### src/rtl/lsu_pkg.sv
// Shared definitions for the load/store unit: funct3 encodings, FSM state
// type and small helpers used for counter sizing and legality checking.
package lsu_pkg;

   localparam logic [2:0] F3_B  = 3'b000;
   localparam logic [2:0] F3_H  = 3'b001;
   localparam logic [2:0] F3_W  = 3'b010;
   localparam logic [2:0] F3_BU = 3'b100;
   localparam logic [2:0] F3_HU = 3'b101;

   typedef enum logic [1:0] {
      IDLE   = 2'd0,
      ACCESS = 2'd1,
      DONE   = 2'd2
   } lsu_state_t;

   // Width needed to hold the value 'timeout' (never narrower than 1 bit).
   function automatic int cnt_width(input int timeout);
      return (timeout < 1) ? 1 : $clog2(timeout + 1);
   endfunction

   // An access is rejected when its funct3 is not a supported width for its
   // direction, or when the address is not naturally aligned to that width.
   function automatic logic is_misaligned(input logic       st,
                                          input logic [2:0] f3,
                                          input logic [1:0] a);
      logic bad;
      bad = 1'b1;
      if (st) begin
         case (f3)
            F3_B:    bad = 1'b0;
            F3_H:    bad = a[0];
            F3_W:    bad = (a != 2'b00);
            default: bad = 1'b1;
         endcase
      end else begin
         case (f3)
            F3_B, F3_BU: bad = 1'b0;
            F3_H, F3_HU: bad = a[0];
            F3_W:        bad = (a != 2'b00);
            default:     bad = 1'b1;
         endcase
      end
      return bad;
   endfunction

endpackage

### src/rtl/lsu_align.sv
// Combinational lane logic: byte-enable generation and store-data replication
// for the request being launched, plus extraction and extension of load data
// for the access in flight.
module lsu_align
   import lsu_pkg::*;
(
   input  logic        is_store_i,
   input  logic [2:0]  funct3_i,
   input  logic [1:0]  addr_lo_i,
   input  logic [31:0] store_data_i,
   output logic [3:0]  be_o,
   output logic [31:0] wdata_o,
   input  logic [2:0]  funct3_q_i,
   input  logic [1:0]  addr_lo_q_i,
   input  logic [31:0] rdata_i,
   output logic [31:0] load_ext_o
);

   logic [7:0]  byte_s;
   logic [15:0] half_s;

   // Byte enables follow the access width shifted into the addressed lane.
   always_comb begin
      be_o = 4'b0000;
      case (funct3_i[1:0])
         2'b00:   be_o = 4'b0001 << addr_lo_i;
         2'b01:   be_o = 4'b0011 << addr_lo_i;
         2'b10:   be_o = 4'b1111;
         default: be_o = 4'b0000;
      endcase
   end

   // Store data is replicated so the enabled lanes always see the value.
   always_comb begin
      wdata_o = 32'h0000_0000;
      if (is_store_i) begin
         case (funct3_i[1:0])
            2'b00:   wdata_o = {4{store_data_i[7:0]}};
            2'b01:   wdata_o = {2{store_data_i[15:0]}};
            2'b10:   wdata_o = store_data_i;
            default: wdata_o = 32'h0000_0000;
         endcase
      end else begin
         wdata_o = 32'h0000_0000;
      end
   end

   // Pick the addressed byte/halfword out of the returned word.
   always_comb begin
      byte_s = 8'h00;
      case (addr_lo_q_i)
         2'b00:   byte_s = rdata_i[7:0];
         2'b01:   byte_s = rdata_i[15:8];
         2'b10:   byte_s = rdata_i[23:16];
         2'b11:   byte_s = rdata_i[31:24];
         default: byte_s = 8'h00;
      endcase
      if (addr_lo_q_i[1]) begin
         half_s = rdata_i[31:16];
      end else begin
         half_s = rdata_i[15:0];
      end
   end

   // Sign- or zero-extend the selected field according to the load type.
   always_comb begin
      load_ext_o = 32'h0000_0000;
      case (funct3_q_i)
         F3_B:    load_ext_o = {{24{byte_s[7]}}, byte_s};
         F3_BU:   load_ext_o = {24'h00_0000, byte_s};
         F3_H:    load_ext_o = {{16{half_s[15]}}, half_s};
         F3_HU:   load_ext_o = {16'h0000, half_s};
         F3_W:    load_ext_o = rdata_i;
         default: load_ext_o = 32'h0000_0000;
      endcase
   end

endmodule

### src/rtl/load_store_unit.sv
// Memory-stage load/store unit: accepts an access in IDLE, rejects illegal or
// misaligned ones immediately, otherwise runs a req/ack transaction with a
// bounded wait and reports completion with a one-cycle done pulse.
module load_store_unit
   import lsu_pkg::*;
#(
   parameter int unsigned MEM_TIMEOUT = 255
)(
   input  logic        clk,
   input  logic        rst,
   input  logic        req_valid,
   input  logic        is_store,
   input  logic [2:0]  funct3,
   input  logic [31:0] addr,
   input  logic [31:0] store_data,
   output logic        busy,
   output logic        done,
   output logic [31:0] load_data,
   output logic        misaligned,
   output logic        bus_err,
   output logic        mem_req,
   output logic        mem_we,
   output logic [31:0] mem_addr,
   output logic [31:0] mem_wdata,
   output logic [3:0]  mem_be,
   input  logic [31:0] mem_rdata,
   input  logic        mem_ack
);

   localparam int                CNT_W     = cnt_width(int'(MEM_TIMEOUT));
   localparam logic [CNT_W-1:0]  TIMEOUT_C = CNT_W'(MEM_TIMEOUT);

   lsu_state_t        state_q;
   logic              is_store_q;
   logic [2:0]        funct3_q;
   logic [1:0]        addr_lo_q;
   logic [CNT_W-1:0]  cnt_q;
   logic [CNT_W-1:0]  cnt_d;
   logic              busy_q;
   logic              done_q;
   logic [31:0]       load_data_q;
   logic              misaligned_q;
   logic              bus_err_q;
   logic              mem_req_q;
   logic              mem_we_q;
   logic [31:0]       mem_addr_q;
   logic [31:0]       mem_wdata_q;
   logic [3:0]        mem_be_q;

   logic [3:0]        be_s;
   logic [31:0]       wdata_s;
   logic [31:0]       load_ext_s;
   logic              req_bad_s;

   lsu_align u_align (
      .is_store_i   (is_store),
      .funct3_i     (funct3),
      .addr_lo_i    (addr[1:0]),
      .store_data_i (store_data),
      .be_o         (be_s),
      .wdata_o      (wdata_s),
      .funct3_q_i   (funct3_q),
      .addr_lo_q_i  (addr_lo_q),
      .rdata_i      (mem_rdata),
      .load_ext_o   (load_ext_s)
   );

   // Next wait count and legality of the incoming request.
   always_comb begin
      cnt_d     = cnt_q + CNT_W'(1);
      req_bad_s = is_misaligned(is_store, funct3, addr[1:0]);
   end

   // Access FSM with all outputs registered; transaction fields are captured
   // at launch and held stable for the whole access.
   always_ff @(posedge clk or posedge rst) begin
      if (rst) begin
         state_q      <= IDLE;
         is_store_q   <= 1'b0;
         funct3_q     <= 3'b000;
         addr_lo_q    <= 2'b00;
         cnt_q        <= '0;
         busy_q       <= 1'b0;
         done_q       <= 1'b0;
         load_data_q  <= 32'h0000_0000;
         misaligned_q <= 1'b0;
         bus_err_q    <= 1'b0;
         mem_req_q    <= 1'b0;
         mem_we_q     <= 1'b0;
         mem_addr_q   <= 32'h0000_0000;
         mem_wdata_q  <= 32'h0000_0000;
         mem_be_q     <= 4'b0000;
      end else begin
         case (state_q)
            IDLE: begin
               done_q       <= 1'b0;
               misaligned_q <= 1'b0;
               bus_err_q    <= 1'b0;
               cnt_q        <= '0;
               if (req_valid) begin
                  is_store_q  <= is_store;
                  funct3_q    <= funct3;
                  addr_lo_q   <= addr[1:0];
                  mem_addr_q  <= {addr[31:2], 2'b00};
                  mem_wdata_q <= wdata_s;
                  mem_be_q    <= be_s;
                  busy_q      <= 1'b1;
                  if (req_bad_s) begin
                     state_q      <= DONE;
                     done_q       <= 1'b1;
                     misaligned_q <= 1'b1;
                     mem_req_q    <= 1'b0;
                     mem_we_q     <= 1'b0;
                  end else begin
                     state_q   <= ACCESS;
                     mem_req_q <= 1'b1;
                     mem_we_q  <= is_store;
                  end
               end else begin
                  busy_q    <= 1'b0;
                  mem_req_q <= 1'b0;
                  mem_we_q  <= 1'b0;
               end
            end
            ACCESS: begin
               if (mem_ack) begin
                  if (!is_store_q) begin
                     load_data_q <= load_ext_s;
                  end
                  state_q   <= DONE;
                  done_q    <= 1'b1;
                  mem_req_q <= 1'b0;
                  mem_we_q  <= 1'b0;
               end else if (cnt_d == TIMEOUT_C) begin
                  if (!is_store_q) begin
                     load_data_q <= 32'h0000_0000;
                  end
                  state_q   <= DONE;
                  done_q    <= 1'b1;
                  bus_err_q <= 1'b1;
                  mem_req_q <= 1'b0;
                  mem_we_q  <= 1'b0;
               end else begin
                  cnt_q <= cnt_d;
               end
            end
            DONE: begin
               state_q      <= IDLE;
               done_q       <= 1'b0;
               misaligned_q <= 1'b0;
               bus_err_q    <= 1'b0;
               busy_q       <= 1'b0;
            end
            default: begin
               state_q   <= IDLE;
               done_q    <= 1'b0;
               busy_q    <= 1'b0;
               mem_req_q <= 1'b0;
               mem_we_q  <= 1'b0;
            end
         endcase
      end
   end

   assign busy       = busy_q;
   assign done       = done_q;
   assign load_data  = load_data_q;
   assign misaligned = misaligned_q;
   assign bus_err    = bus_err_q;
   assign mem_req    = mem_req_q;
   assign mem_we     = mem_we_q;
   assign mem_addr   = mem_addr_q;
   assign mem_wdata  = mem_wdata_q;
   assign mem_be     = mem_be_q;

endmodule

### config.mk
export PLATFORM = sky130hd
export DESIGN_NAME = load_store_unit
export DESIGN_NICKNAME = d
export VERILOG_FILES = /design/src/rtl/lsu_pkg.sv /design/src/rtl/lsu_align.sv /design/src/rtl/load_store_unit.sv
export SDC_FILE = /design/constraint.sdc
export NUM_CORES = 1
export LEC_CHECK = 0
export ABC_AREA = 1
export BUFFER_PORTS_ARGS = -buffer_cell sky130_fd_sc_hd__buf_2
export CORE_MARGIN = 2
export CORE_UTILIZATION = 44
export DETAILED_ROUTE_END_ITERATION = 7
export GPL_ROUTABILITY_DRIVEN = 0
export PLACE_DENSITY_LB_ADDON = 0.08
export SETUP_SLACK_MARGIN = 0.5
export SYNTH_ARGS = -nofsm -noshare
export SYNTH_HDL_FRONTEND = slang
export SYNTH_SLANG_ARGS = --single-unit
### constraint.sdc
create_clock -name clk -period 8.3 [get_ports clk]
set_clock_uncertainty 0.1 [all_clocks]
set_input_delay 0.83 -clock clk [delete_from_list [all_inputs] [get_ports clk]]
set_output_delay 0.83 -clock clk [all_outputs]
set_load 0.03 [all_outputs]
== Word-level counts from Yosys, hierarchy flattened ==
Cells that the tools add are included.

* Memory bits (writable): 0
* Bits in latches: 0
* Input port bits: 104
* Memories: 0
* Bits in registers: 120
* ROM bits: 0
* Word-level logic and storage cells: 99
* Output and inout bits: 106

* Reduce and logical (&&, ||, !) cells: 19
* Add/subtract/negate cells: 1
* Multiplexer cells: 39
* Div/mod/pow operators: 0
* Equal/unequal tests: 21
* Magnitude comparators: 0
* $mul: 0
* Bitwise gates (word level): 2
* Shift-type cells: 2

{| class="wikitable"
|+ Operators by type and width
! kind !! number
|-
| 32-bit two-way mux || 5
|-
| 32-bit one-hot mux with 5 select lines || 1
|-
| 32-bit one-hot mux with 3 select lines || 1
|-
| 8-bit one-hot mux with 4 select lines || 1
|-
| 16-bit two-way mux || 1
|-
| 8-bit two-way mux || 2
|-
| 8-bit one-hot mux with 2 select lines || 1
|-
| 1-bit two-way mux || 13
|-
| 3-bit equality test (second input constant) || 4
|-
| 1-bit one-hot mux with 3 select lines || 4
|-
| 4-bit one-hot mux with 3 select lines || 1
|-
| 2-bit nonzero test || 5
|-
| 3-bit AND reduction || 3
|-
| 8-bit by 1-bit adder with 8-bit output (second input constant) || 1
|-
| 2-bit equality test (second input constant) || 4
|-
| 8-bit equality test (second input constant) || 1
|-
| 2-bit two-way mux || 4
|-
| 2-bit inequality test (second input constant) || 4
|-
| 1-bit one-hot mux with 2 select lines || 4
|-
| 2-bit by 1-bit equality test with 1-bit output (second input constant) || 3
|-
| 3-bit by 1-bit equality test with 1-bit output (second input constant) || 2
|-
| 3-bit by 2-bit equality test with 1-bit output (second input constant) || 2
|-
| 2-bit zero test || 3
|-
| 3-bit zero test || 2
|-
| 7 further kinds || 12
|}

== Depth between registers and ports, before layout ==
* Depth after elaboration: 7
* Mapped depth: 14
* Gate-level depth less buffers: 13

== Hierarchy ==
A second synthesis with hierarchy kept.

* Cell total of the unflattened synthesis: 977
* Area, all modules: 6662.6 um^2

{| class="wikitable"
|+ By module, submodules not included
! module !! area an instance (um^2) !! seq. area each (um^2) !! instances !! cells an instance
|-
| load_store_unit || 5028.6 || 3002.9 || 1 || 592
|-
| lsu_align || 1634.1 || 0.0 || 1 || 385
|}

== Worst setup path before layout ==
No wires, ideal clock.

* Kind: input port to flip-flop
* Start: input port req_valid
* End: register mem_wdata_q[0], in the netlist mem_wdata[0]
* Arrival time: 1707 ps
* Required time: 8117 ps
* Slack: 6411 ps
* Stages: 7
* Library setup time: 83 ps
* Path buffers: 1
* Cells stage by stage: nand2_1 > inv_2 > nand2_2 > inv_2 > nand2_1 > buf_2 > o21ai_0

* Longest elaborated chain between the ends: 1

{| class="wikitable"
|+ RTL lines
! item !! RTL line !! text
|-
| start, declared || load_store_unit.sv:11 || <nowiki>input logic req_valid,</nowiki>
|-
| 2-bit AND reduction (no source line) || -- ||
|-
| end signal, assigned || load_store_unit.sv:105 || <nowiki>mem_wdata_q <= wdata_s;</nowiki>
|-
| end, declared || load_store_unit.sv:47 || <nowiki>logic [31:0] mem_wdata_q;</nowiki>
|}

No other way between the ends.
A chain may end at the register's enable or synchronous reset.

== Worst setup path after layout ==
* Start: input port req_valid
* End: register mem_wdata_q[27], in the netlist mem_wdata[27]

Same word-level chain as after synthesis.

==> flow_summary.ini <==
[route]
detailroute.via_count = 5985
route.detailed.wl_per_inst_um = 14.7
final_antenna_net_count = 0
drt_first_pass_iters = 5
drt_drc_violations_left = 0
detail_route.vias_per_cell = 5.01
drt_first_iter_violations = 437
route.final.wire_length_mm = 17.6

[clock_network]
numCtsBuffers = 17
clock-root-buffer = clkbuf_16
cts.sinks = 120
cts_tree = built
cts_hold_buffers = 0
clock_latency_ns = 0.42
clock_transition_at_the_registers_of_the_reported_paths_ns = 0.06
ctsResizeCount = 0
clk_path_buf_depth = 2
htree_num_levels = 4
post_cts.repair.setup_buffers = 0

[flow_run]
drv.max_cap_violation_count = 0

[worst_setup_path]
worst_r2r_path_depth = 8
critical_path_start_end_classification = in -> reg
max_stage_delay_ns = 0.59
worstPathRequired_ns = 8.47
setup.worst_path.start = req_valid
ordered_list_of_cells_on_the_worst_path = buf_2, nand2_2, buf_4, inv_2, nand2_2, inv_2, nand2_1, o21ai_0
critPathTopFamily = buffers and inverters
terminus_of_the_critical_flop_to_flop_path = mem_wdata[27]
setup_crit_start_kind = input pin
timing.rr.start = state_q[1]
worst-endpoint-arrival_ns = 3.15
crit_slowest_cell = buf_4
timing.critical_path.to_type = flip-flop
cp_num_buf_inv = 4
cp_max_fo = 78
rrSetupSlack_ns = 5.34

[die]
die_area_mm2 = 0.0151
floorplan.initialDensity_pct = 45.0
die-width_um = 123
ioPinCount = 210
die_h_um = 123
site_row_count = 43
core_area_mm2 = 0.0138

[cells_and_area]
final_cell_count_no_fill = 1194
antennaDiodeCount = 0
mostFrequentLayoutCells = 279 x nand2_1, 207 x buf_2, 120 x dfrtp_1
layout-area-overhead-vs-synth_pct = 26.4
most_frequent_standard_cell_in_the_layout_excluding_fill_and_tap_cells = nand2_1
drive_above_1_share_pct = 26.5
fin_nets = 1107

[timing]
worstMarginPinSlew_ns = 1.00
finalCriticalPeriod_ns = 2.98
timing.final.hold_violations = 0
setup_viol = 0
finalCritPeriodShare_pct = 35.9
rsz0062_at_grt = no
slew_hr_pct = 32.7
slew_violations = 0
setup_slack_ns = 5.32
finalSetupTns_ns = 0
achievable_freq_mhz = 336

[logic_synthesis]
synth_enable_flop_cells = 0
ys_warn_count = 0
synth_top_area_share_pct = 48.3
post_synth_num_cell_types = 35
mappedNetlistArea_mm2 = 0.00622
yosys_register_bits = 120
synth-async-reset-ratio_pct = 100
synth-seq-area-share_pct = 48.3
netlist_top_cells_area = dfrtp_1 48%, nand2_1 17%, o21ai_0 6.2%
post-synth-top-area-cell = dfrtp_1
postSynthAreaPerCell_um2 = 7.64
synth_cells = 814
leading_register_cell_type_out_of_synthesis = dfrtp_1

[global_route]
antenna_violations_before_repair = 0
grtUsageTotal_pct = 24.3
first_global_vias = 5553
grt_pass1_wl_mm = 28.3
global_route.overflow_total = 0
grt_max_degree = 80

[power_and_ir_drop]
cellPowerDensity_mw_per_mm2 = 372
max-vdd-ir-drop_mv = 0.193
total_leakage_power_nw = 4.36

[placed_design]
detailedPlacementHpwl_mm = 12.5
placement.io_buffers = 207
dp_slack_ns = 4.88
placed_cells = 1162

[min_path]
worst_hold_path_type = in -> async

[outcome]
run_status = finished, final reports clean
-- worst max-delay path by stage --
stage	to	slack, ns	cells after the start
after detailed placement	mem_wdata[27]	4.88	8
after CTS	mem_wdata[27]	5.29	8
after floorplan	addr_lo_q[0]	4.18	1
after global placement	mem_wdata[28]	4.93	8
final	mem_wdata[27]	5.32	8
after global routing	mem_wdata[0]	5.02	8
-- synth_stat cells, drive strengths merged, types with 2 or more instances --
master and n:
inv 92, buf 22, o21ai 81, o21bai 2
a221oi 8, nand4 38, dfrtp 120, nand3 25
o211ai 17, clkbuf 22, nor2 40, clkinv 2
a21oi 45, a22o 8, nand2 285, ha 2
-- worst register-to-register path, delay by kind of cell (launching register included) --
family	cells	cell delay [ns]
AOI/OAI and AO/OA	1	0.20
DFF	1	0.40
buffers and inverters	3	1.25
and+or+nand+nor	4	0.86
-- flip-flops by register name, summed over array words and instances, names as in the netlist, 2 cells and up --
register	flops
load_data	32
funct3_q	3
mem_wdata	32
mem_addr	30
cnt_q	8
state_q	2
addr_lo_q	2
mem_be	4
-- routing by layer --
layer  GRT usage, %  wire length [µm]  vias to the layer above
met5              0                 0                        -
met2           38.8              8370                      220
met4           7.90               270                        0
met1           32.6              7690                     2718
li1               -                 -                     3024
met3           6.13              1240                       23
-- stage by stage --
stage / power (mW) / util (%) / instance area (µm²) / hold slack [ns]
after detailed placement: 2.23 / 52.8 / 7300 / 0.353
after CTS: 2.95 / 56.9 / 7860 / 0.368
after floorplan: 1.86 / - / 6230 / 0.353
final: 2.93 / 56.9 / 7860 / 0.357
after global placement: 2.23 / 52.8 / 7300 / 0.349
after global routing: 3.13 / 56.9 / 7860 / 0.385
-- cell families after synthesis --
logic type | after synthesis | share of synthesized area, %
and+or+nand+nor | 389 | 26.8
AOI/OAI and AO/OA | 163 | 15.0
buffers and inverters | 138 | 9.35
DFF | 120 | 48.3
adders and majority gates | 2 | 0.402
xor gates and xnor gates | 1 | 0.141
other | 1 | 0.0603
-- where the power goes --
| group | internal (mW) | switching, mW |
|---|---|---|
| combinational | 0.350 | 0.927 |
| sequential | 0.796 | 0.147 |
| clock | 0.434 | 0.271 |
| total | 1.58 | 1.35 |
-- final cells by class --
cell class                 count  area (µm²)
fill                        1358        5960
sequential                   120        3000
multi-input combinational    557        2650
timing repair buffer         211        1070
clock buffer                  21         470
inverter                      94         355
tap                          180         225
clock inverter                11        97.6
Note: power is estimated with default switching activity, not from simulation.
